`config.mk`:
```
export PLATFORM = sky130hd
export DESIGN_NAME = serial_full_subtractor
export DESIGN_NICKNAME = d
export VERILOG_FILES = /design/src/rtl/serial_full_subtractor_pkg.sv /design/src/rtl/serial_full_subtractor_cell.sv /design/src/rtl/serial_full_subtractor.sv
export SDC_FILE = /design/constraint.sdc
export NUM_CORES = 1
export LEC_CHECK = 0
export BUFFER_PORTS_ARGS = -buffer_cell sky130_fd_sc_hd__clkbuf_2
export CAP_MARGIN = 5
export CORE_ASPECT_RATIO = 0.75
export CORE_MARGIN = 2
export CORE_UTILIZATION = 53
export DETAILED_ROUTE_END_ITERATION = 7
export GPL_ROUTABILITY_DRIVEN = 0
export PLACE_DENSITY = 0.82
export SYNTH_ARGS = -nofsm -noshare
export SYNTH_HDL_FRONTEND = slang
export SYNTH_HIERARCHICAL = 1
export SYNTH_SLANG_ARGS = --single-unit
export TNS_END_PERCENT = 30
```
`constraint.sdc`:
```
create_clock -name clk -period 1.42 [get_ports clk]
set_input_delay 0.284 -clock clk [delete_from_list [all_inputs] [get_ports clk]]
set_output_delay 0.284 -clock clk [all_outputs]
set_load 0.005 [all_outputs]
```
`src/rtl/serial_full_subtractor_pkg.sv`:
```
// serial_sub_pkg: shared state encoding for the bit-serial subtractor.
package serial_sub_pkg;
    localparam int STATE_W = 2;
    typedef enum logic [STATE_W-1:0] {IDLE, SHIFT, DONE} state_t;
endpackage

```
`src/rtl/serial_full_subtractor_cell.sv`:
```
// full_subtractor_cell: one-bit combinational full subtractor (d = a - b - bin).
module full_subtractor_cell (
    input  logic a,
    input  logic b,
    input  logic bin,
    output logic d,
    output logic bout
);
    assign d    = a ^ b ^ bin;
    assign bout = (~a & b) | (~(a ^ b) & bin);
endmodule

```
`src/rtl/serial_full_subtractor.sv`:
```
// serial_full_subtractor: LSB-first bit-serial a - b - bin over WIDTH cycles with start/done handshake.
// Optional signed overflow flag on port ovf when SERIAL_SUB_OVF_EN is defined.
module serial_full_subtractor
    import serial_sub_pkg::*;
#(
    parameter int WIDTH = 8
) (
    input  logic             clk,
    input  logic             rst_n,
    input  logic             start,
    input  logic [WIDTH-1:0] a,
    input  logic [WIDTH-1:0] b,
    input  logic             bin,
    output logic             busy,
    output logic             done,
    output logic [WIDTH-1:0] diff,
    output logic             bout
`ifdef SERIAL_SUB_OVF_EN
    ,
    output logic             ovf
`endif
);
    localparam int CW = $clog2(WIDTH) + 1;
    state_t           state;
    logic [CW-1:0]    cnt;
    logic [WIDTH-1:0] a_sr, b_sr;
    logic             br, d, bo, accept, last;
`ifdef SERIAL_SUB_OVF_EN
    logic             a_msb, b_msb;
`endif
    // Ready in IDLE and DONE, so a start seen in DONE chains straight into the next op.
    assign accept = start && (state != SHIFT);
    assign last   = cnt == CW'(WIDTH - 1);
    full_subtractor_cell u_cell (
        .a    (a_sr[0]),
        .b    (b_sr[0]),
        .bin  (br),
        .d    (d),
        .bout (bo)
    );
    always_ff @(posedge clk or negedge rst_n) begin
        if (!rst_n) begin
            state <= IDLE;
            busy  <= 1'b0;
            done  <= 1'b0;
            diff  <= '0;
            bout  <= 1'b0;
            br    <= 1'b0;
            cnt   <= '0;
            a_sr  <= '0;
            b_sr  <= '0;
`ifdef SERIAL_SUB_OVF_EN
            ovf   <= 1'b0;
            a_msb <= 1'b0;
            b_msb <= 1'b0;
`endif
        end else begin
            done <= 1'b0;
            if (accept) begin
                state <= SHIFT;
                busy  <= 1'b1;
                a_sr  <= a;
                b_sr  <= b;
                br    <= bin;
                cnt   <= '0;
                diff  <= '0;
                bout  <= 1'b0;
`ifdef SERIAL_SUB_OVF_EN
                ovf   <= 1'b0;
                a_msb <= a[WIDTH-1];
                b_msb <= b[WIDTH-1];
`endif
            end else if (state == SHIFT) begin
                a_sr <= a_sr >> 1;
                b_sr <= b_sr >> 1;
                diff <= {d, diff[WIDTH-1:1]};
                br   <= bo;
                cnt  <= cnt + 1'b1;
                if (last) begin
                    state <= DONE;
                    busy  <= 1'b0;
                    done  <= 1'b1;
                    bout  <= bo;
`ifdef SERIAL_SUB_OVF_EN
                    ovf   <= (a_msb ^ b_msb) & (d ^ a_msb);
`endif
                end
            end else if (state == DONE) begin
                state <= IDLE;
            end
        end
    end
endmodule

```
==> metrics.txt, run 1 <==
crit share post-route 0.903; CTS Buf Count 5; dominant cells by area after synthesis dfrtp_1, mux2i_1, o21ai_0, nand2_1, nand4b_4; crit path max fanout 17; setup bufs post-CTS 0; largest net degree at the start of global routing 35; uppermost routed layer met4; Remaining DRCs 0; clock slew at reported path FFs 0.06 ns; synthesized area per cell 10.5 µm²; Cell Area, Synth 0.00152 mm²; Worst-Margin Slew 0.416 ns; DR pass1 iterations 4; Max Fclk 0.780 GHz; Iter 0 DRT Violations 60; vias in the first global route 1099; outcome finished clean; Synth Flop Type dfrtp_1; M1 WL ~1200 µm; first-pass GRT wire length ~4700 µm; cell taking the most area after synthesis dfrtp_1; Slew HR 0.723; WHS 0.00906 ns; layout cells sized above 1 0.247; commonest cells in the synthesized netlist dfrtp_1, nand2_1, o21ai_0; Root Driver clkbuf_8; crit path from state[0]$_DFFE_PN0P_; Boundary Pins 31; Synth Net Count 166; CP endpoint a_sr[6]$_DFFE_PN0P_; final worst path period need 1.28 ns; Num Clock Sinks 34; Static Leak 0.946 nW; post-CTS resize count 0; RSZ-0062 raised after global routing no; gr ovfl total 0; # port buffers 30; clk_lat worst skew 0.29 ns; Post-synth EDFFs 0; metal3 WL 128 µm; Starting Density 0.570; ANT cells 0; endpoints failing hold 0; Layout Skew approximately 0.005 ns; CTS Buffer Depth 2; num rows 16; final wirelength 2630 µm; Die ar. about 0.0033 mm²; fin nets 200; Seq. cell area 851 µm²; core box area 0.00266 mm²; antenna violations before repair 0; element type at the critical path end flip-flop; worst hold path type in2async; CTS H-tree depth 2; Max Slew Vio Count 0; Power Density about 2000 mW/mm²; die height roughly 50 µm; met2 WL post-DR 1220 µm; Synth Instances 144; R2R depth 3; DR vias 1083; CTS tree yes; Worst setup SP type flip-flop; FF-to-FF Start state[0]$_DFFE_PN0P_; Hold Buf Count CTS 0; wire per inst 12.3 µm; Final setup viols 0; area grow syn2layout 17.2%; Seq/Total Area, Yosys 0.561; dpl hpwl 1940 µm; Async SR Flop Fraction 1.00; antenna-violating nets left 0; Setup TNS 0 ns; Max Cap Viol 0; Worst EP arrival between 1 and 1.5 ns; share of the synthesized area in the top cell type 0.561; Unique masters post-synth 21; critical path type reg2reg; GRT Total Usage 0.199; Critical Path RT about 1.6 ns; Reg2Reg Setup Slack about 0.14 ns; Reg2Reg Capture Point a_sr[6]$_DFFE_PN0P_; #FFs+latches synth 34; Die Width roughly 66 µm; maximum vdd drop 990 µV; Fillers 214; vias per inst between 5 and 6; Ys Warns 6; area of the multi-input gates 589 µm²
==> sequential cells by signal, indices dropped and copies added, names as in the netlist, 2 cells and up <==
register  count
a_sr          8
b_sr          8
diff          8
cnt           4
state         2
==> area by class of cell <==
class,instances,share of cell area
Sequential cell,34,0.478
Multi-Input combinational cell,95,0.331
Timing Repair Buffer,36,0.110
Clock buffer,7,0.0429
Tap cell,36,0.0253
Inverter,6,0.0127
==> worst min path at each step <==
stage	slack, ns	end	from
2_1_floorplan	-0.01	a_sr[0]$_DFFE_PN0P_	rst_n
3_3_place_gp	0.33	b_sr[6]$_DFFE_PN0P_	rst_n
3_5_place_dp	0.34	b_sr[7]$_DFFE_PN0P_	rst_n
4_1_cts	0.02	b_sr[0]$_DFFE_PN0P_	rst_n
5_1_grt	0.05	b_sr[0]$_DFFE_PN0P_	rst_n
6_report	0.009	b_sr[0]$_DFFE_PN0P_	rst_n
==> critical path: stages (launching register included) <==
cell,delay [ns]
dfrtp_1,0.39
nor2b_4,0.39
buf_4,0.25
o21ai_0,0.12
==> power by group <==
group / internal (mW) / leakage, nW / total, mW / switching [mW]
registers: 1.36 / 0.436 / 1.61 / 0.255
clock network: 0.337 / 0.0383 / 0.652 / 0.315
logic: 0.588 / 0.471 / 1.34 / 0.756
total: 2.28 / 0.946 / 3.61 / 1.33
==> cell usage in the layout, fill, tap and decap left out, types with 2 or more instances in the layout <==
master / instances
buf_4: 6
dfrtp_1: 34
nand2_1: 34
mux2i_1: 18
clkbuf_1: 2
nor2_1: 5
o21ai_0: 27
clkbuf_8: 5
clkbuf_2: 30
inv_1: 6
==> stage by stage <==
stage	power, mW	utilization	worst slack [ns]	cells	instance area, µm²
finish	3.61	0.668	0.137	214	1780
global route	3.94	0.668	0.0163	214	1780
CTS	3.66	0.668	0.130	214	1780
detailed placement	3.00	0.640	0.144	207	1700
global placement	2.89	0.640	0.219	207	1700
floorplan	2.63	-	0.338	144	1520
==> layer usage <==
metal	up-vias	GRT usage
li1	548	-
met1	504	0.227
met2	23	0.330
met3	8	0.0605
met4	0	0.115
met5	-	0
==> cells by family after synthesis <==
kind of cell | Yosys count | share of synthesized area
AND/OR/NAND/NOR | 43 | 0.129
flip-flops | 34 | 0.561
AO/OA/AOI/OAI | 30 | 0.106
multiplexers | 19 | 0.126
buffers and inverters | 15 | 0.0511
adder cells (fa/ha/maj) | 2 | 0.0214
XOR/XNOR | 1 | 0.00577
No activity file was read; power rests on OpenSTA's default activity.
==> inputs of run 2 (changes only) <==
Settings changed: HOLD_SLACK_MARGIN set to 0.08.
==> run 2 against run 1 <==
Final area up 0.56%. Fmax unchanged. Routed wire length up 0.11%. Global-route usage up 0.097 points. Worst hold slack better by 0.25 ns. Final cell count up 0.47%. Sequential power about the same. Largest power group unchanged. Die area unchanged.
==> metrics.txt, run 2 (synthesis results as in run 1) <==
outcome finished clean; Final Util 0.672; Critical Path RT 1.58 ns; commonest non-fill, non-tap cells in the layout nand2_1, dfrtp_1, clkbuf_2, o21ai_0, mux2i_1; Setup TNS 0 ns; Max Slew Vio Count 0; crit path from state[0]$_DFFE_PN0P_; Root Driver clkbuf_8; area post-placement 0.00170 mm²; pre-CTS WS 0.144 ns; DR vias 1086; CP endpoint a_sr[6]$_DFFE_PN0P_; critical path type reg2reg; Inst Count DP between 200 and 250; Worst setup SP type flip-flop; maximum vdd drop 990 µV; post-route insts no fill around 220; final worst slack between 0.1 and 0.15 ns; element type at the critical path end flip-flop; vias in the first global route 1108; crit share post-route 0.903; antenna-violating nets left 0; design area 0.00179 mm²; die height 50.3 µm; DR pass1 iterations 4; Slew HR 0.724; Final setup viols 0; CTS H-tree depth 2; final wirelength approximately 2600 µm; Reg2Reg Setup Slack 0.14 ns; CTS Buffer Depth 2; Static Leak between 0.9 and 1 nW; dpl hpwl 1940 µm; Max Cap Viol 0; worst hold path type in2reg; setup bufs post-CTS 0; Iter 0 DRT Violations 82; Layout Skew 0.00502 ns; antenna violations before repair 0; Remaining DRCs 0; WHS 0.256 ns; Worst EP arrival between 1 and 1.5 ns; Power Density roughly 2000 mW/mm²; fin nets 201; total power 3.61 mW; clock slew at reported path FFs 0.06 ns; post-CTS resize count 0; layout cells sized above 1 0.246; CTS tree yes; Die Width about 66 µm; ANT cells 0; gr ovfl total 0; area grow syn2layout 17.9%; Boundary Pins 31; RSZ-0062 raised after global routing no; Num Clock Sinks 34; CTS Buf Count 5; Reg2Reg Capture Point a_sr[6]$_DFFE_PN0P_; FF-to-FF Start state[0]$_DFFE_PN0P_; Worst-Margin Slew a little over 0.4 ns; R2R depth 3; largest registers a_sr x8, b_sr x8, diff x8; vias per inst around 5.1; wire per inst 12.2 µm; endpoints failing hold 0; Die ar. 0.00331 mm²; clk_lat worst skew between 0.2 and 0.3 ns; final worst path period need 1.28 ns; largest net degree at the start of global routing 35; GRT Total Usage 0.200; Max Fclk 0.780 GHz; core box area 0.00266 mm²; first-pass GRT wire length 4760 µm; crit path max fanout 17; Starting Density 0.570; num rows 16; # port buffers 30
[run 2: changes by cell type in the layout (fill, tap and decap cells not counted)]
cell / before / now
dlygate4sd3_1: 0 / 1
[run 2: critical path, stage by stage, from the launching register on]
cell and delay (ns):
dfrtp_1 0.39, nor2b_4 0.39, buf_4 0.25, o21ai_0 0.12
[run 2: worst min path at each step]
stage               startpoint                   to  slack [ns]  cells after the start
floorplan                rst_n  a_sr[0]$_DFFE_PN0P_       -0.01                      0
global placement         rst_n  b_sr[6]$_DFFE_PN0P_        0.33                      2
detailed placement       rst_n  b_sr[7]$_DFFE_PN0P_        0.34                      2
CTS                       a[7]  a_sr[7]$_DFFE_PN0P_        0.25                      3
global route              a[7]  a_sr[7]$_DFFE_PN0P_        0.30                      3
finish                    a[7]  a_sr[7]$_DFFE_PN0P_        0.26                      3
[run 2: what timing repair did]
item                       4_1_cts  5_1_grt
hold endpoints to repair        34        0
hold buffers                     1        0
setup endpoints to repair        0        0
[run 2: area by class of cell]
| type | count | area, µm² |
|---|---|---|
| Sequential cell | 34 | 851 |
| Timing Repair Buffer | 37 | 205 |
| Inverter | 6 | 22.5 |
| Multi-Input combinational cell | 95 | 589 |
| Fill cell | 210 | 873 |
| Clock buffer | 7 | 76.3 |
| Tap cell | 36 | 45.0 |
[run 2: report_power, final]
part	total (mW)	switching (mW)	internal [mW]
logic	1.35	0.757	0.590
registers	1.61	0.255	1.36
clock network	0.652	0.315	0.337
[run 2: layer usage]
metal  routed length, µm  global-route usage
met2                1220               0.332
met1                1200               0.228
met4                  76               0.115
met5                   0                   0
met3                 128              0.0605
==> inputs of run 3 (changes only) <==
Settings changed: REMOVE_ABC_BUFFERS set to 1.
Clock period 1.42 ns to 1.4 ns, I/O delays scaled along.
==> run 3 against run 2 <==
First-iteration DRC count shrank 29%. Power rose by 1.5%. Final area increased by 0.28%. Sequential power is essentially flat. Clock-buffer cell count did not move. Critical path depth up 1. Register-to-register slack improved by 0.06 ns. Clock skew is 0.0031 ns lower. Routed wire length increased by 4.3%. Sequential share of layout area fell by 0.13 points. Critical endpoint is now bout$_DFFE_PN0P_.
==> metrics.txt, run 3 (synthesis results as in run 1) <==
area grow syn2layout 18.2%; final wirelength 2750 µm; outcome finished clean; Die Width 65.8 µm; M1 WL 1190 µm; CTS Buf Count 5; largest registers a_sr x8, b_sr x8, diff x8; critical path type reg2reg; RSZ-0062 raised after global routing no; Root Driver clkbuf_8; design area about 0.0018 mm²; ANT cells 0; die height just over 50 µm; final worst path period need 1.20 ns; Power Density slightly above 2000 mW/mm²; pre-CTS WS around 0.21 ns; Max Slew Vio Count 0; Layout Skew 0.00191 ns; Slew HR 0.724; num rows 16; wire per inst 12.8 µm; gr ovfl total 0; area post-placement roughly 0.0017 mm²; crit share post-route 0.856; vias in the first global route approximately 1.1k; # port buffers 30; DR vias 1109; Starting Density 0.570; endpoints failing hold 0; uppermost routed layer met4; largest net degree at the start of global routing 35; CTS tree yes; antenna-violating nets left 0; final worst slack 0.202 ns; Final setup viols 0; core box area approximately 0.0027 mm²; Worst-Margin Slew 0.414 ns; worst hold path type in2reg; crit path max fanout 24; Fillers 216; met2 WL post-DR 1340 µm; fin nets 200; Seq. cell area 851 µm²; dpl hpwl 2050 µm; antenna violations before repair 0; Max Fclk 0.834 GHz; Die ar. about 0.0033 mm²; metal3 WL 169 µm; post-CTS resize count 0; clock slew at reported path FFs 0.06 ns; Num Clock Sinks 34; element type at the critical path end flip-flop; first-pass GRT wire length 4790 µm; GRT Total Usage 0.201; CTS H-tree depth 2; clk_lat worst skew 0.27 ns; area of the multi-input gates 589 µm²; maximum vdd drop 1100 µV; Worst EP arrival 1.40 ns; Critical Path RT 1.60 ns; Final Util 0.674; Static Leak 0.950 nW; WHS 0.261 ns; CTS Buffer Depth 2; DR pass1 iterations 4; commonest non-fill, non-tap cells in the layout nand2_1, dfrtp_1, clkbuf_2, o21ai_0, mux2i_1; Max Cap Viol 0; layout cells sized above 1 0.242; vias per inst 5.18; Iter 0 DRT Violations 58; Boundary Pins 31; Remaining DRCs 0; Worst setup SP type flip-flop
## run 3: cell count changes in the layout (fill, tap and decap cells not counted), sizes merged
cell  before  now
buf        6    5
## run 3: repair_timing
action / CTS / global route
hold endpoints to repair: 34 / 0
hold buffers: 1 / 0
buffers inserted: 0 / 0
## run 3: final timing paths
check | from | slack, ns | cells past startpoint | end
min | a[7] | 0.26 | 3 | a_sr[7]$_DFFE_PN0P_
max | state[0]$_DFFE_PN0P_ | 0.20 | 4 | bout$_DFFE_PN0P_
min in group asynchronous | rst_n | 0.57 | 3 | diff[3]$_DFFE_PN0P_
min reg2reg | busy$_DFFE_PN0P_ | 0.49 | 1 | busy$_DFFE_PN0P_
max reg2reg | state[0]$_DFFE_PN0P_ | 0.20 | 4 | bout$_DFFE_PN0P_
max in group asynchronous | rst_n | 0.53 | 3 | diff[1]$_DFFE_PN0P_
## run 3: cell type report
class,instances,share of cell area
Sequential cell,34,0.474
Multi-Input combinational cell,95,0.328
Timing Repair Buffer,36,0.117
Tap cell,36,0.0251
Inverter,6,0.0126
Clock buffer,7,0.0425
## run 3: worst max-delay path, cell delays in order (launching register included)
cell and delay [ns]:
dfrtp_1 0.38, nor2b_4 0.24, buf_4 0.26, o21ai_0 0.10, mux2i_1 0.14
## run 3: metal layers
metal / up-vias / track usage
li1: 546 / -
met1: 526 / 0.248
met2: 33 / 0.330
met3: 4 / 0.0740
met4: 0 / 0.0625
met5: - / 0
## run 3: stage by stage
| step | cells | power [mW] | TNS (ns) |
|---|---|---|---|
| 2_1_floorplan | 135 | 2.49 | -0.489 |
| 5_1_grt | 214 | 4.01 | 0 |
| 3_5_place_dp | 206 | 3.06 | 0 |
| 3_3_place_gp | 206 | 2.92 | 0 |
| 4_1_cts | 214 | 3.71 | 0 |
| 6_report | 214 | 3.66 | 0 |
## run 3: where the power goes
group          switching, mW  internal, mW
clock                  0.301         0.341
combinational          0.778         0.599
sequential             0.267          1.38
total                   1.35          2.32
